==> config.mk <==
export PLATFORM = sky130hd
export DESIGN_NAME = fetch_ctrl_flat
export DESIGN_NICKNAME = d
export VERILOG_FILES = /design/src/rtl/mips_pkg.sv /design/src/rtl/fetch_ctrl_if.sv /design/src/rtl/fetch_buf.sv /design/src/rtl/fetch_ctrl.sv /design/src/flat_wrapper.sv
export SDC_FILE = /design/constraint.sdc
export NUM_CORES = 1
export LEC_CHECK = 0
export CORE_MARGIN = 4
export CORE_UTILIZATION = 47
export DETAILED_ROUTE_END_ITERATION = 10
export PLACE_DENSITY = 0.82
export SETUP_SLACK_MARGIN = 0.4
export SYNTH_ARGS = -nofsm -noshare
export SYNTH_HDL_FRONTEND = slang
export SYNTH_SLANG_ARGS = --single-unit
==> constraint.sdc <==
create_clock -name Clk -period 3 [get_ports Clk]
set_input_delay 0.45 -clock Clk [delete_from_list [all_inputs] [get_ports Clk]]
set_output_delay 0.45 -clock Clk [all_outputs]
set_load 0.02 [all_outputs]
==> src/rtl/mips_pkg.sv <==
// Shared fetch-stage types and default addresses for the MIPS front end.
// Used by fetch_ctrl; the optional delay-slot mode is selected with FETCH_CTRL_DELAY_SLOT_EN.
package mips_pkg;

  typedef enum logic [1:0] {
    ST_BOOT  = 2'd0,
    ST_FETCH = 2'd1,
    ST_FULL  = 2'd2
  } fetch_state_e;

  localparam logic [31:0] RESET_PC    = 32'h0000_3000;
  localparam logic [31:0] EXC_VECTOR  = 32'h0000_4180;
  localparam logic [31:0] INSTR_BYTES = 32'd4;

  // Instruction addresses are word aligned; low two bits are never honoured.
  function automatic logic [31:0] word_align(input logic [31:0] addr);
    return addr & 32'hFFFF_FFFC;
  endfunction

endpackage

==> src/rtl/fetch_ctrl_if.sv <==
// Fetch-stage bus: instruction-memory request/response, IF/ID buffer and ID feedback.
// master = fetch_ctrl side, slave = memory/decode side.
interface fetch_ctrl_if;
  logic        IM_Req;
  logic [31:0] IM_Addr;
  logic        IM_Ready;
  logic [31:0] IM_Rdata;
  logic        IF_Valid;
  logic [31:0] IF_Instr;
  logic [31:0] IF_PC;
  logic        ID_Ready;
  logic        Redirect;
  logic [31:0] Redirect_Target;
  logic        Exc;

  modport master (
    output IM_Req, IM_Addr, IF_Valid, IF_Instr, IF_PC,
    input  IM_Ready, IM_Rdata, ID_Ready, Redirect, Redirect_Target, Exc
  );

  modport slave (
    input  IM_Req, IM_Addr, IF_Valid, IF_Instr, IF_PC,
    output IM_Ready, IM_Rdata, ID_Ready, Redirect, Redirect_Target, Exc
  );
endinterface

==> src/rtl/fetch_buf.sv <==
// One-entry IF/ID holding register for the fetched instruction and its address.
// Clear wins over load; the controller never asserts both.
module fetch_buf (
  input  logic        Clk,
  input  logic        Reset,
  input  logic        load,
  input  logic        clear,
  input  logic [31:0] d_instr,
  input  logic [31:0] d_pc,
  output logic [31:0] instr,
  output logic [31:0] pc
);

  logic [31:0] instr_q, instr_d;
  logic [31:0] pc_q, pc_d;

  always_comb begin
    instr_d = instr_q;
    pc_d    = pc_q;
    if (clear) begin
      instr_d = '0;
      pc_d    = '0;
    end else if (load) begin
      instr_d = d_instr;
      pc_d    = d_pc;
    end
  end

  always_ff @(posedge Clk) begin
    if (Reset) begin
      instr_q <= '0;
      pc_q    <= '0;
    end else begin
      instr_q <= instr_d;
      pc_q    <= pc_d;
    end
  end

  assign instr = instr_q;
  assign pc    = pc_q;

endmodule

==> src/rtl/fetch_ctrl.sv <==
// Instruction fetch controller: PC sequencing, one-entry IF/ID buffer, redirect and exception restart.
// Define FETCH_CTRL_DELAY_SLOT_EN to issue one delay-slot instruction after a taken redirect.
module fetch_ctrl #(
  parameter logic [31:0] RESET_PC   = mips_pkg::RESET_PC,
  parameter logic [31:0] EXC_VECTOR = mips_pkg::EXC_VECTOR
) (
  input  logic          Clk,
  input  logic          Reset,
  fetch_ctrl_if.master  bus
);
  import mips_pkg::*;

  fetch_state_e state_q, state_d;
  logic [31:0]  pc_q, pc_d;
  logic [31:0]  seq_pc;
  logic [31:0]  redirect_tgt;
  logic         im_req;
  logic         fetch_done;
  logic         hand_off;
  logic         buf_load;
  logic         buf_clear;
`ifdef FETCH_CTRL_DELAY_SLOT_EN
  logic         pend_valid_q, pend_valid_d;
  logic [31:0]  pend_target_q, pend_target_d;
`endif

  always_ff @(posedge Clk) begin
    if (Reset) begin
      state_q       <= ST_BOOT;
      pc_q          <= RESET_PC;
`ifdef FETCH_CTRL_DELAY_SLOT_EN
      pend_valid_q  <= 1'b0;
      pend_target_q <= '0;
`endif
    end else begin
      state_q       <= state_d;
      pc_q          <= pc_d;
`ifdef FETCH_CTRL_DELAY_SLOT_EN
      pend_valid_q  <= pend_valid_d;
      pend_target_q <= pend_target_d;
`endif
    end
  end

  // A request in FULL is only safe when decode drains the buffer in the same cycle.
  always_comb begin
    im_req = 1'b0;
    if (!Reset && !bus.Exc) begin
      case (state_q)
        ST_FETCH: im_req = 1'b1;
        ST_FULL:  im_req = bus.ID_Ready;
        default:  im_req = 1'b0;
      endcase
    end
  end

  assign fetch_done   = im_req && bus.IM_Ready;
  assign hand_off     = (state_q == ST_FULL) && bus.ID_Ready;
  assign redirect_tgt = word_align(bus.Redirect_Target);

`ifdef FETCH_CTRL_DELAY_SLOT_EN
  assign seq_pc = pend_valid_q ? pend_target_q : (pc_q + INSTR_BYTES);
`else
  assign seq_pc = pc_q + INSTR_BYTES;
`endif

  always_comb begin
    state_d       = state_q;
    pc_d          = pc_q;
    buf_load      = 1'b0;
    buf_clear     = 1'b0;
`ifdef FETCH_CTRL_DELAY_SLOT_EN
    pend_valid_d  = pend_valid_q;
    pend_target_d = pend_target_q;
`endif
    if (bus.Exc) begin
      state_d   = ST_FETCH;
      pc_d      = EXC_VECTOR;
      buf_clear = 1'b1;
`ifdef FETCH_CTRL_DELAY_SLOT_EN
      pend_valid_d = 1'b0;
`endif
    end else begin
      if (fetch_done) begin
        buf_load = 1'b1;
        pc_d     = seq_pc;
        state_d  = ST_FULL;
`ifdef FETCH_CTRL_DELAY_SLOT_EN
        pend_valid_d = 1'b0;
`endif
      end else if ((state_q == ST_BOOT) || hand_off) begin
        state_d = ST_FETCH;
      end

      if (bus.Redirect) begin
`ifdef FETCH_CTRL_DELAY_SLOT_EN
        // The delay-slot word is already buffered or arriving now, so jump straight away;
        // otherwise remember the target until the delay-slot fetch completes.
        if ((state_q == ST_FULL) || fetch_done) begin
          pc_d = redirect_tgt;
        end else begin
          pend_valid_d  = 1'b1;
          pend_target_d = redirect_tgt;
        end
`else
        state_d   = ST_FETCH;
        pc_d      = redirect_tgt;
        buf_load  = 1'b0;
        buf_clear = 1'b1;
`endif
      end
    end
  end

  fetch_buf u_fetch_buf (
    .Clk     (Clk),
    .Reset   (Reset),
    .load    (buf_load),
    .clear   (buf_clear),
    .d_instr (bus.IM_Rdata),
    .d_pc    (pc_q),
    .instr   (bus.IF_Instr),
    .pc      (bus.IF_PC)
  );

  assign bus.IM_Req   = im_req;
  assign bus.IM_Addr  = pc_q;
  assign bus.IF_Valid = (state_q == ST_FULL);

endmodule
==> src/flat_wrapper.sv <==
// flat-port wrapper written by rule: the top's interface ports become plain ports
module fetch_ctrl_flat import mips_pkg::*;
#(
  parameter logic [31:0] RESET_PC   = mips_pkg::RESET_PC,
  parameter logic [31:0] EXC_VECTOR = mips_pkg::EXC_VECTOR
)
  (Clk, Reset, bus_IM_Req, bus_IM_Addr, bus_IF_Valid, bus_IF_Instr, bus_IF_PC, bus_IM_Ready, bus_IM_Rdata, bus_ID_Ready, bus_Redirect, bus_Redirect_Target, bus_Exc);
  fetch_ctrl_if bus_i ();
  input  logic Clk;
  input  logic Reset;
  output wire logic [$bits(bus_i.IM_Req)-1:0] bus_IM_Req;
  output wire logic [$bits(bus_i.IM_Addr)-1:0] bus_IM_Addr;
  output wire logic [$bits(bus_i.IF_Valid)-1:0] bus_IF_Valid;
  output wire logic [$bits(bus_i.IF_Instr)-1:0] bus_IF_Instr;
  output wire logic [$bits(bus_i.IF_PC)-1:0] bus_IF_PC;
  input wire logic [$bits(bus_i.IM_Ready)-1:0] bus_IM_Ready;
  input wire logic [$bits(bus_i.IM_Rdata)-1:0] bus_IM_Rdata;
  input wire logic [$bits(bus_i.ID_Ready)-1:0] bus_ID_Ready;
  input wire logic [$bits(bus_i.Redirect)-1:0] bus_Redirect;
  input wire logic [$bits(bus_i.Redirect_Target)-1:0] bus_Redirect_Target;
  input wire logic [$bits(bus_i.Exc)-1:0] bus_Exc;
  assign bus_IM_Req = bus_i.IM_Req;
  assign bus_IM_Addr = bus_i.IM_Addr;
  assign bus_IF_Valid = bus_i.IF_Valid;
  assign bus_IF_Instr = bus_i.IF_Instr;
  assign bus_IF_PC = bus_i.IF_PC;
  assign bus_i.IM_Ready = bus_IM_Ready;
  assign bus_i.IM_Rdata = bus_IM_Rdata;
  assign bus_i.ID_Ready = bus_ID_Ready;
  assign bus_i.Redirect = bus_Redirect;
  assign bus_i.Redirect_Target = bus_Redirect_Target;
  assign bus_i.Exc = bus_Exc;
  fetch_ctrl #(.RESET_PC(RESET_PC), .EXC_VECTOR(EXC_VECTOR)) u_core (.Clk(Clk), .Reset(Reset), .bus(bus_i));
endmodule
Yosys cells after proc, flatten, opt, wreduce, memory -nomap -nowiden
Cells that the tools add are included.
{"block": "word_totals", "register_bits": 98, "input_bits": 70, "word_cells": 38}
{"block": "op_classes", "n_addsub": 1, "n_eq_ne": 2, "mux": 14, "reduce_logical": 14}
{"cell": "32-bit 2-to-1 mux", "n": 2}
{"cell": "32-bit by 3-bit adder with 32-bit output, second input constant", "n": 1}
{"cell": "15-bit 2-to-1 mux", "n": 1}
{"cell": "1-bit 2-to-1 mux", "n": 8}
{"cell": "2-bit 2-to-1 mux", "n": 2}
{"cell": "2-bit nonzero test", "n": 2}
{"cell": "4-bit nonzero test", "n": 1}
{"cell": "2-bit OR reduction", "n": 2}
{"cell": "1-bit logical AND", "n": 3}
{"cell": "3-bit nonzero test", "n": 1}
{"cell": "3-bit OR reduction", "n": 1}
{"cell": "2-bit by 1-bit == test with 1-bit output, second input constant", "n": 1}
{"cell": "2-bit == test, second input constant", "n": 1}
{"cell": "1-bit logical NOT", "n": 2}
{"cell": "2-bit logical NOT", "n": 1}
{"cell": "1-bit case mux with 2 select lines", "n": 1}
{"cell": "1-bit logical OR", "n": 1}

Logic depth before layout (Yosys ltp)
Gate-level depths: netlist (run 1).
{"block": "depth", "depth_word": 7, "ltp_mapped": 9}

Cells and area by module
Synthesis (run 1) repeated with hierarchy kept, for this count alone.
{"block": "hier_totals", "hier_cells": 455, "area_unflattened_um2": 4304.1}
{"mod": "fetch_buf", "instances": 1, "cells_each": 207, "area_each_um2": 2348.5}
{"mod": "fetch_ctrl", "instances": 1, "cells_each": 248, "area_each_um2": 1955.6}

Least setup slack after synthesis (run 1)
Ideal clock, no wire load.
{"block": "synth_path", "kind": "reg-to-reg", "startpoint": "register u_core.state_q[0]", "endpoint": "register u_core.pc_q[22], in the netlist u_core.bus.IM_Addr[22]", "setup_ns": 0.132, "t_arrival_ns": 1.808, "required_ns": 2.868, "path_slack_ns": 1.060, "path_stages_with_launch": 10, "n_path_buf": 2, "cell_sequence": "dfxtp_1 inv_1 ha_1 a21oi_1 or2_1 buf_6 buf_8 nor4_4 xnor2_1 a21oi_1"}
{"block": "synth_between", "elab_chain_len": 5, "word_cells_on_any_way": 6, "cone_classes": "eq/ne (2); mux (2); reduce/logical (2)"}
{"item": "start: declaration", "line_no": "fetch_ctrl.sv:13", "text": "fetch_state_e state_q, state_d;"}
{"item": "start signal: assignment", "line_no": "fetch_ctrl.sv:36", "text": "state_q <= state_d;"}
{"item": "2-bit == test"}
{"item": "via bus_IF_Valid", "line_no": "flat_wrapper.sv:13", "text": "output wire logic [$bits(bus_i.IF_Valid)-1:0] bus_IF_Valid;"}
{"item": "1-bit case mux with 2 select lines", "line_no": "fetch_ctrl.sv:49", "text": "case (state_q)"}
{"item": "1-bit 2-to-1 mux", "line_no": "fetch_ctrl.sv:48", "text": "if (!Reset && !bus.Exc) begin"}
{"item": "1-bit logical AND", "line_no": "fetch_ctrl.sv:57", "text": "assign fetch_done = im_req && bus.IM_Ready;"}
{"item": "2-bit nonzero test (no source line)"}
{"item": "end signal: assignment", "line_no": "fetch_ctrl.sv:37", "text": "pc_q <= pc_d;"}
{"item": "end: declaration", "line_no": "fetch_ctrl.sv:14", "text": "logic [31:0] pc_q, pc_d;"}
The timed path passes the listed nets, and every way through them passes these cells.
A chain may end at the register's enable or synchronous reset.

Final worst setup path (run 1)
{"block": "layout_path", "startpoint": "input bus_Exc", "endpoint": "output bus_IM_Req"}
{"block": "layout_between", "elab_chain_len": 3}
{"item": "start: declaration", "line_no": "flat_wrapper.sv:21", "text": "input wire logic [$bits(bus_i.Exc)-1:0] bus_Exc;"}
{"item": "1-bit logical NOT", "line_no": "fetch_ctrl.sv:48"}
{"item": "1-bit logical AND", "line_no": "fetch_ctrl.sv:48"}
{"item": "1-bit 2-to-1 mux", "line_no": "fetch_ctrl.sv:48"}
{"item": "end: declaration", "line_no": "flat_wrapper.sv:11", "text": "output wire logic [$bits(bus_i.IM_Req)-1:0] bus_IM_Req;"}
Every way passes these cells.

==> results summary, run 1 <==
Yosys printed 0 warnings. The cts-stage hold buffer count came out at 0. The net switching share of the total power came out at 25.14%. The wire-length estimate of the detail-placed layout is 9.269 mm. Per report_power, the combinational group accounts for ~11% of the total.

The summed instance area of the synthesized netlist came out at ~4200 um^2. The fill cell instance count of the final layout came out at between 700 and 800. TritonCTS built the clock tree. Along the worst path, the maximum fanout reaches 8. The number of buffers created by CTS came out at 9.

In the synthesized netlist the async set-or-reset flop fraction comes to 0%. The logic depth of the worst register-to-register path is 8. Static timing analysis puts the maximum clock frequency at between 400 and 500 MHz. The number of buffers inserted by port buffering came out at about 160.

The final-report hold violation count is 0. The critical path class is input pin to primary output. The setup check on the worst reg-to-reg path leaves a slack of 0.65 ns. The total overflow reported by the global router is 0. The global-route total usage across every layer is 24.19%. The top cell type by area accounts for 44.71% of the synthesized area. The count of state elements after synthesis came out at 94. The number of failing setup endpoints in the final timing report is 0. The number of maximum-capacitance violations came out at 0.

The detailed-route wire length came out at between 10 and 15 mm. The synthesized design contains 0 enable-type register cells. The global-route wire length before repair came out at approximately 20 mm.

By area the synthesized netlist is led by sky130_fd_sc_hd__dfxtp_1 (45%), sky130_fd_sc_hd__nand2_1 (13%), sky130_fd_sc_hd__a21oi_1 (11%). The clock-pin slew of the registers on the worst-case setup and hold paths came out at 0.10 ns. The leakage power came out at 0.002009 uW. The deepest clock path buffer count came out at 2. The area of the die came out at approximately 11,000 um^2. The ratio of routed vias to standard cells is about 5.4.

The part of the total power dissipated in sequential elements is ~56%. The final instance count without filler cells is 770. In the final layout, the multi-input gates occupy approximately 2100 um^2. Setup repair after global routing left no endpoint under its margin. The worst min-delay path category is flip-flop to flip-flop. The worst-case headroom to the max-slew limit is a little under half.

The final weighted congestion in routability-driven placement is ~0.83. The insertion delay to the later sink of the worst-skew pair is roughly 0.35 ns. Data on the critical path arrives at its endpoint at just under 2 ns.

STA classifies the critical path endpoint as a primary output. For this design, the sink count on the clock tree is 94. The final-report max-slew violation count is 0.

On the final layout, the worst clock skew is 0.01321 ns. The synthesis-to-layout area growth is 42.48%. The worst vdd rail ir drop came out at between 0.0002 and 0.00025 V. sky130_fd_sc_hd__nand2_1 is the most common cell in the netlist. Among all flip-flop cells after synthesis, the most frequent one is sky130_fd_sc_hd__dfxtp_1. The initialized floorplan defines 34 standard-cell rows.

The clock network fraction of design power came out at approximately a third. The finished cells cover 5997 um^2. The effective utilization at floorplan is just under 50%. The internal power came out at ~1800 uW. The commonest cells after synthesis are sky130_fd_sc_hd__nand2_1 (141), sky130_fd_sc_hd__dfxtp_1 (94), sky130_fd_sc_hd__a21oi_1 (89). For the pin with the worst max-slew slack, the measured transition is 0.7804 ns. The run finished with clean final reports. The final period utilization came out at between 80% and 90%. The synthesized design spends more area on one cell type than any other, namely sky130_fd_sc_hd__dfxtp_1. The nature of the critical path startpoint is an input pin. Entering global routing, the biggest net connects 75 pins. The fraction of the yosys area taken by sequential cells came out at 44.71%. The number of global-route vias before repair came out at between 3,000 and 4,000. The total iterations of the first detailed-routing run is 4.

The number of different library cells used by synthesis comes to 45. The post-placement cell area came out at about 5800 um^2. The placeable core region came out at about 8700 um^2. The cell sitting at the root of the clock tree is a sky130_fd_sc_hd__clkbuf_8. The deepest level of the CTS H-tree is 3. In the final layout, flip-flops and latches occupy ~1900 um^2. 0 antenna diodes ended up in the layout. The net load switching power came out at about 600 uW. In this run, placement finished with an instance count of between 700 and 800. The height of the die came out at about 100 um. The final sum of negative setup slack came out at 0 ns.

The design draws about 2300 uW. Dividing total power by cell area gives a power density of between 300 and 400 nW/um^2. For the worst setup path, the data required time is 2.55 ns.

The number of routed nets with antenna violations came out at 0. The minimum clock period after layout is roughly 2.4 ns. The number of design rule violations left after detail routing came out at 0.

The average footprint of a synthesized cell came out at between 8 and 9 um^2. The worst hold path stage count is 2. The initial antenna violation count came out at 0.

The DRC violation total after the first TritonRoute iteration came out at 274. The top-level port count came out at 168. The post-cts repair resize count came out at 0.

The chip width is 102.6 um. The total via count after detailed routing came out at between 4,000 and 5,000. The per-cell routed wire length came out at 16.89 um.

The number of nets in the final layout came out at roughly 730. The post-CTS setup buffer count came out at 0. The proportion of layout cells with a drive suffix above 1 is 6.193%. The instance count of the mapped netlist is just over 500.
worst paths after layout:
check / from / endpoint
setup / recovery: bus_Exc / bus_IM_Req
hold / removal: u_core.u_fetch_buf.pc[19] / u_core.u_fetch_buf.pc[19]
setup reg to reg: u_core.state_q[1] / u_core.bus.IM_Addr[22]
hold reg to reg: u_core.u_fetch_buf.pc[19] / u_core.u_fetch_buf.pc[19]
cell families (layout without fill, tap and decap cells):
family	count (synthesis)	after routing	synth area share (%)
fa+ha+maj	4	4	1.189
buf+inv	46	192	6.421
simple gates	217	217	25.77
compound gates	124	124	16.20
other cells	1	4	0.08909
flops	94	94	44.71
xor+xnor	27	27	5.618
worst max-delay path, stage by stage:
cell	delay, ns
sky130_fd_sc_hd__clkdlybuf4s50_1	0.44
sky130_fd_sc_hd__buf_4	0.19
sky130_fd_sc_hd__nor2_1	0.13
sky130_fd_sc_hd__nand2_1	0.07
sky130_fd_sc_hd__nor2_1	0.08
sky130_fd_sc_hd__clkdlybuf4s50_1	0.61
cell usage in the layout (no fill, tap or decap), types with 9 or more instances in the layout:
cell type,n
sky130_fd_sc_hd__a21oi_1,89
sky130_fd_sc_hd__buf_4,10
sky130_fd_sc_hd__nor2_1,11
sky130_fd_sc_hd__nand2_1,139
sky130_fd_sc_hd__clkbuf_8,11
sky130_fd_sc_hd__o22ai_1,11
sky130_fd_sc_hd__xnor2_1,21
sky130_fd_sc_hd__clkdlybuf4s50_1,161
sky130_fd_sc_hd__dfxtp_1,94
sky130_fd_sc_hd__o21ai_0,11
sky130_fd_sc_hd__and3_1,19
sky130_fd_sc_hd__nor4_1,9
sky130_fd_sc_hd__nand3_1,10
flip-flops by register name (all words and copies together) (netlist names):
signal,count
u_core.bus.IM_Addr,30
u_core.state_q,2
u_core.u_fetch_buf.pc,30
u_core.u_fetch_buf.instr,32
metrics by stage:
step | hold WS (ns) | util (%) | setup WS [ns]
final | 0.4573 | 68.77 | 0.5707
after global routing | 0.4760 | 68.77 | 0.4970
after CTS | 0.4599 | 68.77 | 0.5862
after detailed placement | 0.4459 | 66.69 | 0.4257
after global placement | 0.4413 | 66.69 | 0.4529
after floorplan | 0.4530 | - | 1.060
layout make-up:
type                    count  area share [%]
clock buffers              11           2.525
multi-input cells         376           34.57
flip-flops and latches     94           31.38
well taps                 108           2.253
repair buffers            172           28.46
clock inverters             4          0.5007
inverters                   5          0.3130
layer usage:
layer,global-route usage (%),share of wire (%),vias up
met4,6.761,1.3,0
li1,-,-,2037
met3,5.683,9.2,17
met2,39.87,46,154
met1,31.79,43,1936
met5,0,0,-
power groups by stage:
stage	clock network (uW)	registers, uW	logic (uW)
after floorplan	0	1340	94.0
after global placement	0	1330	254
after detailed placement	0	1330	258
after CTS	803	1300	259
after global routing	849	1310	277
final	784	1300	260
Power figures use the tool's default switching activity.
==> inputs of run 2 (changes only) <==
Settings changed: CORE_UTILIZATION 47 to 44, PLACE_DENSITY 0.82 to 0.77.
Clock period 3 ns to 2.3 ns, I/O delays scaled along.
==> run 2 against run 1 <==
  * Via count is 8.6% higher
  * Register-to-register slack worse by 0.32 ns
  * Clock-buffer cell count is 1 lower
  * Routed wire length is 15% higher
  * Non-clock buffer count is 34 higher
  * Utilization is 4.2 points higher
  * Clock power is 42% higher
  * Critical path type is now flip-flop to flip-flop
  * Largest cell class unchanged
  * Largest power group unchanged
==> results summary, run 2 (synthesis gave the netlist of run 1 again) <==
The pre-CTS setup slack is -0.01998 ns (was 0.4257 ns). The leakage power came out at 0.002452 uW (was 0.002009 uW). The deepest clock path buffer count came out at 2 (unchanged). The pin count of the biggest net entering global routing came out at 39 (was 75). The height of the die is 105.8 um (was 102.6 um).

The per-cell routed wire length came out at 18.12 um (was 16.89 um). The number of instances in the placed design came out at 793 (was 755). The critical path class was flip-flop to flip-flop (was input pin to primary output). The fill cell instance count of the final layout came out at 687 (was 716). The top-level port count came to 168 (unchanged). The destination of the critical timing path is u_core.u_fetch_buf.instr[10] (was bus_IM_Req).

The combined area of the multi-input logic cells came out at 2391 um^2 (was 2073 um^2). Based on the critical path, the design can be clocked at up to 508.3 MHz. The area occupied by registers is 1898 um^2 (was 1882 um^2). The synthesis-to-layout area growth came out at 60.94% (was 42.48%).

The number of buffers created by CTS came out at 9 (unchanged). Most frequent cells in the layout: sky130_fd_sc_hd__clkdlybuf4s50_1 (154), sky130_fd_sc_hd__nand2_1 (127), sky130_fd_sc_hd__dfxtp_1 (81) (was sky130_fd_sc_hd__clkdlybuf4s50_1 (161), sky130_fd_sc_hd__nand2_1 (139), sky130_fd_sc_hd__dfxtp_1 (94)). The data required time at the worst endpoint is 2.58 ns (was 2.55 ns). Subtracting the final worst setup slack from the clock period gives between 1.5 and 2 ns. The chip width came out at 105.8 um (was 102.6 um).

The area of the die came out at 11,190 um^2 (was 10,530 um^2). The maximum fanout along the worst path is 7 (was 8). The global-route total usage across every layer came out at 23.63% (was 24.19%).

The worst vdd rail ir drop came out at 0.0003145 V (was 0.0002122 V). The endpoint of the lowest-slack register-to-register path is u_core.u_fetch_buf.instr[10] (was u_core.bus.IM_Addr[22]). The standard cell with the maximum stage delay on the critical path is sky130_fd_sc_hd__dfxtp_2 (was sky130_fd_sc_hd__clkdlybuf4s50_1). The final instance count without filler cells is 826 (was 770). The cell family contributing the most delay on the critical path is simple AND/OR/NAND/NOR gates (was buffers and inverters).

The logic depth of the worst register-to-register path is 9 (was 8). The initial antenna violation count is 0 (unchanged). The setup slack of the critical path after layout came out at 0.3328 ns (was 0.5707 ns). The clock sink count came out at 94 (unchanged). The number of global-route vias before repair is 4,181 (was 3,950). Run status: finished clean (unchanged). The most frequent standard cell in the layout excluding fill and tap cells was sky130_fd_sc_hd__clkdlybuf4s50_1 (unchanged). The worst-case register-to-register setup slack came out at 0.33 ns (was 0.65 ns). The number of maximum-capacitance violations was 0 (unchanged). Unrepaired setup endpoints after global routing: yes (was no).

The arrival time of data at the critical path endpoint was 2.25 ns (was 1.98 ns). The TritonCTS clock tree was built (unchanged). The total overflow reported by the global router is 0 (unchanged).

The number of cells on the critical path came out at 9 (was 6). The cts-stage hold buffer count came out at 0 (unchanged). The total iterations of the first detailed-routing run is 5 (was 4). The global-route wire length before repair came out at 21.17 mm (was 20.09 mm). The final-report max-slew violation count came out at 0 (unchanged). Cell Chain, Critical Path: inv_4, ha_4, nand4bb_4, or2_4, nor3_4, buf_6, clkbuf_16, nand2_4, a21oi_2 (was clkdlybuf4s50_1, buf_4, nor2_1, nand2_1, nor2_1, clkdlybuf4s50_1). The maximum clock skew at final layout came out at 0.01092 ns (was 0.01321 ns). The count of antenna diodes in the layout is 0 (unchanged).

The source of the worst register-to-register timing path is u_core.state_q[0] (was u_core.state_q[1]). The number of routed nets with antenna violations came to 0 (unchanged). The clock-pin slew of the registers on the worst-case setup and hold paths is 0.09 ns (was 0.10 ns). The nature of the critical path startpoint was a flip-flop (was input pin). The delay of the slowest cell on the worst path was 0.37 ns (was 0.61 ns).

The critical path buffer and inverter count was 3 (unchanged). The effective utilization at floorplan came out at 45.34% (was 48.26%). The insertion delay to the later sink of the worst-skew pair came out at 0.35 ns (about the same). The clock tree root buffer cell is sky130_fd_sc_hd__clkbuf_8 (unchanged). The number of nets in the final layout came to 766 (was 732). The worst min-delay path category is flip-flop to flip-flop (unchanged).

The number of failing setup endpoints in the final timing report was 0 (unchanged). The floorplan row count is 35 (was 34). The detailed-route wire length came out at 14.97 mm (was 13.01 mm).

The DRC violation total after the first TritonRoute iteration is 234 (was 274). The final weighted congestion in routability-driven placement is 0.8918 (was 0.8259). The power density over the cells came out at 474.1 nW/um^2 (was 391.6 nW/um^2). The number of design rule violations left after detail routing came out at 0 (unchanged). The final period utilization came out at a little under nine tenths.

The number of buffers inserted by port buffering came out at 161 (unchanged). The detailed placement HPWL came out at 9.760 mm (was 9.269 mm). The placeable core region came out at 9284 um^2 (was 8721 um^2). The launch point of the worst path was u_core.state_q[0] (was bus_Exc). The ratio of routed vias to standard cells came out at 5.450 (was 5.382).

The proportion of layout cells with a drive suffix above 1 is 20.52% (was 6.193%). The final-report hold violation count was 0 (unchanged). The type of element capturing the critical path was a flip-flop (was primary output).

The deepest level of the CTS H-tree is 3 (unchanged). The flip-flop count of the largest register, all copies and words added was 32 (unchanged). The final standard cell utilization of the core came out at 72.97% (was 68.77%). The total via count after detailed routing is 4,502 (was 4,144).
-- run 2: changes by cell type in the layout (fill, tap and decap cells not counted), moves of 13 or more --
cell	previous run	this run
sky130_fd_sc_hd__a21oi_1	89	69
sky130_fd_sc_hd__a21oi_2	0	20
sky130_fd_sc_hd__buf_4	10	29
sky130_fd_sc_hd__dfxtp_1	94	81
sky130_fd_sc_hd__dfxtp_2	0	13
-- run 2: layout make-up --
cell class	instances	share of cell area, %
Multi-Input combinational cell	376	35.30
Timing Repair Buffer	206	31.09
Sequential cell	94	28.02
Tap cell	129	2.383
Clock buffer	10	1.884
Clock inverter	6	1.016
Inverter	5	0.3140
-- run 2: what timing repair did --
| item | CTS | global route |
|---|---|---|
| pin swaps | 7 | 29 |
| setup endpoints to repair | 92 | 96 |
| gates resized for setup | 19 | 80 |
| setup buffers | 6 | 5 |
| cloned | 0 | 6 |
-- run 2: worst min-delay path by stage --
stage | from | endpoint | slack, ns | cells after the start
floorplan | u_core.state_q[1] | u_core.state_q[1] | 0.46 | 2
global placement | u_core.u_fetch_buf.pc[31] | u_core.u_fetch_buf.pc[31] | 0.44 | 2
detailed placement | u_core.u_fetch_buf.instr[2] | u_core.u_fetch_buf.instr[2] | 0.45 | 2
CTS | u_core.u_fetch_buf.pc[31] | u_core.u_fetch_buf.pc[31] | 0.46 | 2
global route | u_core.u_fetch_buf.pc[2] | u_core.u_fetch_buf.pc[2] | 0.48 | 2
finish | u_core.u_fetch_buf.pc[2] | u_core.u_fetch_buf.pc[2] | 0.46 | 2
-- run 2: per-layer routing --
layer | GRT usage, % | share of wire, %
met5 | 0 | 0
met4 | 7.401 | 2.6
met3 | 5.818 | 8.6
met2 | 41.21 | 50
met1 | 28.58 | 39
-- run 2: where the power goes --
part           internal [uW]  switching (uW)  total, uW
combinational            220             184        404
sequential              1650            41.2       1690
clock                    512             601       1110
-- run 2: per-stage QoR --
step	hold WS [ns]	TNS, ns	total power, uW	cell area (um^2)
floorplan	0.4628	0	1873	4247
global placement	0.4410	-0.004084	2092	6021
detailed placement	0.4459	-0.04279	2097	6021
CTS	0.4588	0	3199	6319
global route	0.4804	0	3322	6774
finish	0.4570	0	3212	6774
-- run 2: worst min-delay path, stage by stage (launching register included) --
cell and delay [ns]:
sky130_fd_sc_hd__dfxtp_1 0.32, sky130_fd_sc_hd__nand2_1 0.05, sky130_fd_sc_hd__a21oi_1 0.05
